--- src/rtl/sbox_arb_pkg.sv ---
// rtl/sbox_arb_pkg.sv - shared types and round-robin pick function for the S-box access arbiter
package sbox_arb_pkg;

  localparam int SBOX_AW = 8;
  localparam int MAX_REQ = 8;

  typedef enum logic [1:0] {IDLE, ADDR, DATA, RESP} state_t;

  // First set request bit scanning ptr, ptr+1, ... modulo num_req; returns ptr when none is set.
  function automatic logic [2:0] rr_pick(input logic [MAX_REQ-1:0] req,
                                         input logic [2:0] ptr,
                                         input int num_req);
    logic [2:0] pick;
    int j;
    pick = ptr;
    for (int k = MAX_REQ - 1; k >= 0; k--) begin
      if (k < num_req) begin
        j = (int'(ptr) + k) % num_req;
        if (req[j[2:0]]) pick = j[2:0];
      end
    end
    return pick;
  endfunction

endpackage

--- src/rtl/sbox_access_arbiter_rr_arbiter.sv ---
// rtl/sbox_access_arbiter_rr_arbiter.sv - combinational round-robin picker over NUM_REQ requesters
module rr_arbiter
  import sbox_arb_pkg::*;
#(
  parameter int NUM_REQ = 2,
  parameter int IDW     = 1
) (
  input  logic [NUM_REQ-1:0] req,
  input  logic [IDW-1:0]     ptr,
  output logic               valid,
  output logic [IDW-1:0]     idx
);

  logic [MAX_REQ-1:0] req_ext;
  logic [2:0]         ptr_ext;

  assign req_ext = MAX_REQ'(req);
  assign ptr_ext = 3'(ptr);
  assign valid   = |req;
  assign idx     = IDW'(rr_pick(req_ext, ptr_ext, NUM_REQ));

endmodule

--- src/rtl/sbox_access_arbiter.sv ---
// rtl/sbox_access_arbiter.sv - serialises S-box lookups from NUM_REQ requesters onto one memory port
module sbox_access_arbiter
  import sbox_arb_pkg::*;
#(
  parameter int NUM_REQ = 2,
  parameter int IDW     = 1,
  parameter int TIMEOUT = 64
) (
  input  logic                       clk,
  input  logic                       rst,
  input  logic [NUM_REQ-1:0]         req,
  input  logic [SBOX_AW*NUM_REQ-1:0] req_addr,
  output logic [NUM_REQ-1:0]         rsp_valid,
  output logic [SBOX_AW-1:0]         rsp_data,
  output logic                       rsp_err,
  output logic [SBOX_AW-1:0]         sbox_rqst_addr,
  output logic                       flag_address_sent,
  input  logic                       addr_ack,
  input  logic                       flag_data_sent,
  input  logic [SBOX_AW-1:0]         sbox_read_data,
  output logic                       data_ack,
  output logic                       busy,
  output logic [IDW-1:0]             grant_id,
  output logic                       timeout_err
);

  localparam int CW = (TIMEOUT > 2) ? $clog2(TIMEOUT) : 1;

  state_t             state;
  logic [IDW-1:0]     ptr;
  logic [IDW-1:0]     ptr_next;
  logic [IDW-1:0]     arb_idx;
  logic               arb_valid;
  logic [CW-1:0]      wait_cnt;
  logic               wd_hit;
  logic               abort;
  logic [NUM_REQ-1:0] grant_onehot;

  rr_arbiter #(.NUM_REQ(NUM_REQ), .IDW(IDW)) u_rr (
    .req   (req),
    .ptr   (ptr),
    .valid (arb_valid),
    .idx   (arb_idx)
  );

  generate
    if (TIMEOUT == 0) begin : g_no_wd
      assign wd_hit = 1'b0;
    end else begin : g_wd
      assign wd_hit = (wait_cnt == CW'(TIMEOUT - 1));
    end
  endgenerate

  // Handshake progress in the final watchdog cycle wins over the timeout.
  assign abort = wd_hit && (((state == ADDR) && !addr_ack) ||
                            ((state == DATA) && !flag_data_sent));

  assign grant_onehot = NUM_REQ'(1) << grant_id;
  assign ptr_next     = (grant_id == IDW'(NUM_REQ - 1)) ? '0 : grant_id + IDW'(1);

  always_ff @(posedge clk or posedge rst) begin
    if (rst) begin
      state             <= IDLE;
      ptr               <= '0;
      wait_cnt          <= '0;
      grant_id          <= '0;
      sbox_rqst_addr    <= '0;
      flag_address_sent <= 1'b0;
      rsp_valid         <= '0;
      rsp_data          <= '0;
      rsp_err           <= 1'b0;
      data_ack          <= 1'b0;
      busy              <= 1'b0;
      timeout_err       <= 1'b0;
    end else begin
      rsp_valid <= '0;
      rsp_err   <= 1'b0;
      data_ack  <= 1'b0;
      case (state)
        IDLE: begin
          if (arb_valid) begin
            grant_id          <= arb_idx;
            sbox_rqst_addr    <= req_addr[arb_idx*SBOX_AW +: SBOX_AW];
            flag_address_sent <= 1'b1;
            busy              <= 1'b1;
            wait_cnt          <= '0;
            state             <= ADDR;
          end
        end
        ADDR: begin
          wait_cnt <= wait_cnt + CW'(1);
          if (addr_ack) begin
            flag_address_sent <= 1'b0;
            wait_cnt          <= '0;
            if (flag_data_sent) begin
              rsp_data  <= sbox_read_data;
              rsp_valid <= grant_onehot;
              data_ack  <= 1'b1;
              state     <= RESP;
            end else begin
              state <= DATA;
            end
          end
        end
        DATA: begin
          wait_cnt <= wait_cnt + CW'(1);
          if (flag_data_sent) begin
            rsp_data  <= sbox_read_data;
            rsp_valid <= grant_onehot;
            data_ack  <= 1'b1;
            state     <= RESP;
          end
        end
        RESP: begin
          busy  <= 1'b0;
          ptr   <= ptr_next;
          state <= IDLE;
        end
        default: state <= IDLE;
      endcase
      if (abort) begin
        flag_address_sent <= 1'b0;
        rsp_data          <= '0;
        rsp_valid         <= grant_onehot;
        rsp_err           <= 1'b1;
        timeout_err       <= 1'b1;
        busy              <= 1'b0;
        state             <= IDLE;
      end
    end
  end

endmodule
--- config.mk ---
export PLATFORM = sky130hd
export DESIGN_NAME = sbox_access_arbiter
export DESIGN_NICKNAME = d
export VERILOG_FILES = /design/src/rtl/sbox_arb_pkg.sv /design/src/rtl/sbox_access_arbiter_rr_arbiter.sv /design/src/rtl/sbox_access_arbiter.sv
export SDC_FILE = /design/constraint.sdc
export NUM_CORES = 1
export LEC_CHECK = 0
export CAP_MARGIN = 5
export CORE_UTILIZATION = 45
export CTS_CLUSTER_SIZE = 10
export DETAILED_ROUTE_END_ITERATION = 16
export PLACE_DENSITY_LB_ADDON = 0.15
export SYNTH_ARGS = -nofsm -noshare
export SYNTH_HDL_FRONTEND = slang
export SYNTH_SLANG_ARGS = --single-unit
--- constraint.sdc ---
create_clock -name clk -period 2.5 [get_ports clk]
set_input_delay 0.25 -clock clk [delete_from_list [all_inputs] [get_ports clk]]
set_output_delay 0.25 -clock clk [all_outputs]
set_load 0.02 [all_outputs]
==> results.yml, run 1 <==
global_routing:
  antenna_found_initial: 0
  globalRouteOverflowTotal: 0
  pin_count_of_the_biggest_net_entering_global_routing: 34
  grt_first_pass_wirelength_um: 5530
  number_of_global_route_vias_before_repair: 1234
  grtUsageTotal_pct: 20.7
clocking:
  clkTransAtPathRegs_ps: 100
  root_buffer: "sky130_fd_sc_hd__clkbuf_4"
  cts-hold-fix-buffers: 0
  post_cts.repair.setup_buffers: 0
  cts.repair.resized: 0
  cts_num_sinks: 33
  htree_num_levels: 2
  clock_insertion_delay_at_the_later_pin_of_the_skew_report_ps: 330
  cts_buffers: 5
  tritoncts_clock_tree: "built"
  max-clock-path-buffers: 2
final_layout:
  finalNetCount: 241
  fillerInstances: 275
  num_antenna_cells: 0
  multiInputGateArea_um2: 697
  final_common_cell: "sky130_fd_sc_hd__clkdlybuf4s50_1"
  drive_gt1_share_pct: 7.77
  final-instance-count-excl-fill: 252
  commonest_cells_after_routing_fill_and_taps_aside: "sky130_fd_sc_hd__clkdlybuf4s50_1 (53), sky130_fd_sc_hd__dfrtp_1 (33), sky130_fd_sc_hd__nand2_1 (16)"
  syn_to_final_growth_pct: 42.5
  seqCellArea_um2: 826
critical_path:
  timing.critical_path.from_type: "register"
  end_kind: "register"
  timing.critical_path.slowest_stage_cell: "sky130_fd_sc_hd__o22ai_1"
  crit_start: "state[1]"
  r2r_end: "rsp_data[6]"
  rr_worst_depth: 6
  crit_end: "rsp_data[6]"
  timing.critical_path.cells: "inv_1 -> ha_1 -> nor2b_1 -> nor2_1 -> o22ai_1 -> a22o_1"
  timing.critical_path.arrival_ps: 2250
  critPathMaxStageDelay_ps: 540
  timing.rr.start: "state[1]"
  setup.worst_path.class: "register to register"
  critical_path.max_fanout: 8
  required_ps: 2770
  reg2reg_setup_slack_ps: 520
sta:
  final.period_utilization_pct: 79.2
  setup_tns_ps: 0
  timing.hold.ws_ps: 307
  slew_viol_final: 0
  final.min_clock_period_ps: 1980
  maximum_achievable_frequency_ghz: 0.505
  final.setup_skew_ps: 7.12
  maxSlewHeadroom_pct: 54.4
  setup_viol_count_final: 0
  setup_repair_after_global_routing_missed_its_margin: "false"
  hold_viol_final: 0
  slew_worst_pin_ps: 684
floorplanning:
  core_area_um2: 3340
  placementRows: 21
  fp.dieW_um: 60.9
  y_dimension_of_the_die_um: 60.9
  die_area_um2: 3710
  initial_utilization_pct: 46.8
  floorplan.io_pins: 54
placement:
  dpl.cell_count: 244
  numPortBuffers: 53
  gpl.final_weighted_congestion: 0.804
  place_hpwl_um: 2600
synth:
  syn_area_per_cell_um2: 10.7
  ys_warn_count: 0
  share_of_the_yosys_chip_area_belonging_to_registers_pct: 52.9
  synth.lib_cells_used.distinct: 35
  ys_seq_elements: 33
  synthesized_area_um2: 1560
  syn-instance-count: 146
  synth.net_count: 182
detailed_routing:
  wl_um: 3580
  drc_errors: 0
  dr.first_iter.drc_count: 59
  via_per_inst: 5.41
  routed-via-count: 1364
  dr.pass1.iters: 4
  route.detailed.wl_per_inst_um: 14.2
  detail-route-antenna-nets: 0
worst_hold_path:
  min-delay-path-class: "input pin to asynchronous set/reset pin"
power_and_ir_drop:
  pwr_density_cell_nw_per_um2: 1170
  total_power_w: 0.00261
  max-vdd-ir-drop_uv: 684
  p_leak_nw: 1.00
status:
  run_status: "finished, final reports clean"
flow_run:
  max-cap-violations: 0
power breakdown:
group	switching, W	leakage (nW)	internal, W
registers	0.000123	0.420	0.000729
clock network	0.000177	0.0455	0.000239
logic	0.000728	0.537	0.000613
worst min path at each step:
stage,startpoint,endpoint,slack [ps],cells after the start
2_1_floorplan,req[0],grant_id,350,1
3_3_place_gp,timeout_err,timeout_err,460,1
3_5_place_dp,timeout_err,timeout_err,470,1
4_1_cts,rst,sbox_rqst_addr[7],310,3
5_1_grt,rst,sbox_rqst_addr[0],340,3
6_report,rst,sbox_rqst_addr[0],310,3
per-stage QoR:
step | utilization (%) | setup slack (ps) | area [µm²]
6_report | 66.7 | 519 | 2230
5_1_grt | 66.7 | 352 | 2230
4_1_cts | 66.7 | 538 | 2230
3_5_place_dp | 64.2 | 577 | 2140
3_3_place_gp | 64.2 | 637 | 2140
2_1_floorplan | - | 754 | 1560
registers in the layout, indices dropped and copies added, names as in the netlist:
register / cells
data_ack: 1
sbox_rqst_addr: 8
wait_cnt: 6
busy: 1
ptr: 1
grant_id: 1
rsp_data: 8
rsp_err: 1
timeout_err: 1
flag_address_sent: 1
rsp_valid: 2
state: 2
synth_stat cells, drive strengths merged:
library cell | instances | area [µm²]
a21oi | 6 | 30.0
nand2b | 4 | 25.0
nor3 | 1 | 5.00
nor3b | 1 | 7.51
nor2 | 11 | 48.8
nand2 | 17 | 66.3
o22ai | 1 | 6.26
a22o | 12 | 105
nor2b | 3 | 18.8
maj3 | 1 | 10.0
o2bb2ai | 1 | 8.76
mux2i | 8 | 80.1
a21boi | 1 | 7.51
inv | 6 | 22.5
nor4b | 1 | 8.76
dfrtp | 33 | 826
buf | 2 | 16.3
or3b | 1 | 11.3
a21o | 1 | 7.51
or2 | 2 | 12.5
a211oi | 2 | 20.0
and3 | 2 | 17.5
ha | 6 | 75.1
nor4 | 1 | 6.26
o21ai | 16 | 83.8
a31oi | 1 | 6.26
a221oi | 1 | 8.76
nand3 | 4 | 20.0
area by class of cell:
type	instances	share of cell area [%]
tap	46	2.59
clock inverter	1	1.35
timing repair buffer	54	24.2
clock buffer	7	2.47
multi-input combinational	105	31.3
sequential	33	37.1
inverter	6	1.01
routing by layer:
layer	share of wire, %	track usage (%)	up-vias
li1	-	-	641
met2	51	32.0	42
met1	43	26.5	672
met4	2.2	12.3	0
met5	0	0	-
met3	3.7	4.90	9
worst max-delay path, delay by kind of cell (launching register included):
kind	cells	cell delay (ps)
AOI/OAI and AO/OA	2	770
DFF	1	440
and+or+nand+nor	2	290
adders and majority gates	1	290
buffers and inverters	1	130
cell families (layout without fill, tap and decap cells):
kind of cell	after synthesis	after routing	synth area share, %
and+or+nand+nor	48	48	15.9
DFF	33	33	52.9
buffers and inverters	8	68	2.48
adders and majority gates	7	7	5.45
muxes	8	8	5.13
AOI/OAI and AO/OA	42	42	18.2
Note: power is estimated with default switching activity, not from simulation.
==> inputs of run 2 (changes only) <==
==> constraint.sdc (replaced) <==
create_clock -name clk -period 2.1 [get_ports clk]
set_input_delay 0.21 -clock clk [delete_from_list [all_inputs] [get_ports clk]]
set_output_delay 0.21 -clock clk [all_outputs]
set_load 0.02 [all_outputs]
==> results.yml, run 2 (same netlist as run 1, synthesis figures left out) <==
final_layout:
  post-route-util_pct: 66.4
  num_antenna_cells: 0
  finalNetCount: 244
  top_regs: "rsp_data (8), sbox_rqst_addr (8), wait_cnt (6)"
  final_common_cell: "sky130_fd_sc_hd__clkdlybuf4s50_1"
  syn_to_final_growth_pct: 41.8
  drive_gt1_share_pct: 9.09
  final-instance-count-excl-fill: 255
  layout.cell_area.non_filler_um2: 2210
  commonest_cells_after_routing_fill_and_taps_aside: "sky130_fd_sc_hd__clkdlybuf4s50_1 (53), sky130_fd_sc_hd__dfrtp_1 (33), sky130_fd_sc_hd__nand2_1 (16)"
critical_path:
  critPathMaxStageDelay_ps: 480
  path_delay_family: "compound AO/OA/AOI/OAI gates"
  crit_start: "state[1]"
  critical_path.max_fanout: 8
  timing.critical_path.from_type: "register"
  timing.critical_path.cells: "inv_1 -> ha_1 -> nor2b_1 -> nor2_1 -> o22ai_1 -> a22o_1"
  timing.rr.start: "state[1]"
  end_kind: "register"
  required_ps: 2360
  setup.worst_path.class: "register to register"
  timing.critical_path.slowest_stage_cell: "sky130_fd_sc_hd__o22ai_1"
  worst-path-buf-inv: 1
  timing.critical_path.arrival_ps: 2140
  reg2reg_setup_slack_ps: 230
sta:
  final.min_clock_period_ps: 1870
  hold_viol_final: 0
  final.period_utilization_pct: 89.2
  setup_repair_after_global_routing_missed_its_margin: "false"
  maxSlewHeadroom_pct: 58.7
  setup_tns_ps: 0
  slew_worst_pin_ps: 619
  setup_viol_count_final: 0
  maximum_achievable_frequency_ghz: 0.534
  slew_viol_final: 0
  final.setup_skew_ps: 3.14
placement:
  dpl.cell_count: 247
  numPortBuffers: 53
  placement.cell_area_um2: 2160
  place_hpwl_um: 2720
  gpl.final_weighted_congestion: 0.841
power_and_ir_drop:
  pwr_density_cell_nw_per_um2: 1320
  total_power_w: 0.00293
  p_leak_nw: 1.01
  max-vdd-ir-drop_uv: 586
global_routing:
  grtUsageTotal_pct: 20.9
  globalRouteOverflowTotal: 0
  global_route.usage.met1_pct: 25.3
  grt_first_pass_wirelength_um: 5570
  antenna_found_initial: 0
  grt_use_met2_pct: 36.4
  gr-max-usage-layer: "met2"
  number_of_global_route_vias_before_repair: 1220
  global_route.usage.met3_pct: 5.12
  pin_count_of_the_biggest_net_entering_global_routing: 34
clocking:
  htree_num_levels: 2
  clkTransAtPathRegs_ps: 90
  tritoncts_clock_tree: "built"
  cts_num_sinks: 33
  root_buffer: "sky130_fd_sc_hd__clkbuf_4"
  cts-hold-fix-buffers: 0
  clock_insertion_delay_at_the_later_pin_of_the_skew_report_ps: 320
  max-clock-path-buffers: 2
  cts.repair.resized: 0
  post_cts.repair.setup_buffers: 0
  cts_buffers: 5
floorplanning:
  core_area_um2: 3340
  floorplan.io_pins: 54
  initial_utilization_pct: 46.8
  placementRows: 21
  y_dimension_of_the_die_um: 60.9
  die_area_um2: 3710
  fp.dieW_um: 60.9
worst_hold_path:
  min-delay-path-class: "input pin to asynchronous set/reset pin"
detailed_routing:
  detail-route-antenna-nets: 0
  dr.first_iter.drc_count: 44
  via_per_inst: 5.15
  routed-via-count: 1312
  wl_um: 3510
  route.detailed.wl_per_inst_um: 13.8
  drc_errors: 0
  dr.pass1.iters: 2
status:
  run_status: "finished, final reports clean"
flow_run:
  max-cap-violations: 0
run 2: changes by cell type in the layout (fill, tap and decap cells not counted), sizes merged:
cell / before / now
buf: 1 / 4
clkinv: 0 / 2
bufinv: 1 / 0
clkbuf: 7 / 6
run 2: final timing paths:
kind	cells after the start	endpoint
worst min register to register	1	timeout_err
worst min-delay path	3	rsp_data[7]
max in group asynchronous	3	timeout_err
worst max-delay path	6	rsp_data[4]
worst max register to register	6	rsp_data[4]
min in group clk	1	timeout_err
run 2: per-layer routing:
metal	vias up	wire, µm
met5	-	0
met4	0	46
met3	5	113
met2	22	1900
met1	640	1450
li1	645	-
run 2: power by group:
part	switching [W]	internal, W
Combinational	0.000837	0.000744
Sequential	0.000154	0.000868
Clock	0.000198	0.000127
run 2: cell type report:
type	instances	area, µm²
clock buffer	6	41.3
clock inverter	2	10.0
fill	273	1120
inverter	6	22.5
multi-input combinational	105	697
sequential	33	826
tap	46	57.6
timing repair buffer	57	561
run 2: tightest hold or removal path, delay by kind of cell:
kind,cells,cell delay [ps]
buffers and inverters,3,800
run 2: metrics by stage:
step / worst slack [ps] / hold WS, ps
final: 226 / 266
after global placement: 305 / 450
after floorplan: 354 / 307
after CTS: 220 / 275
after detailed placement: 268 / 462
after global routing: 7.69 / 305
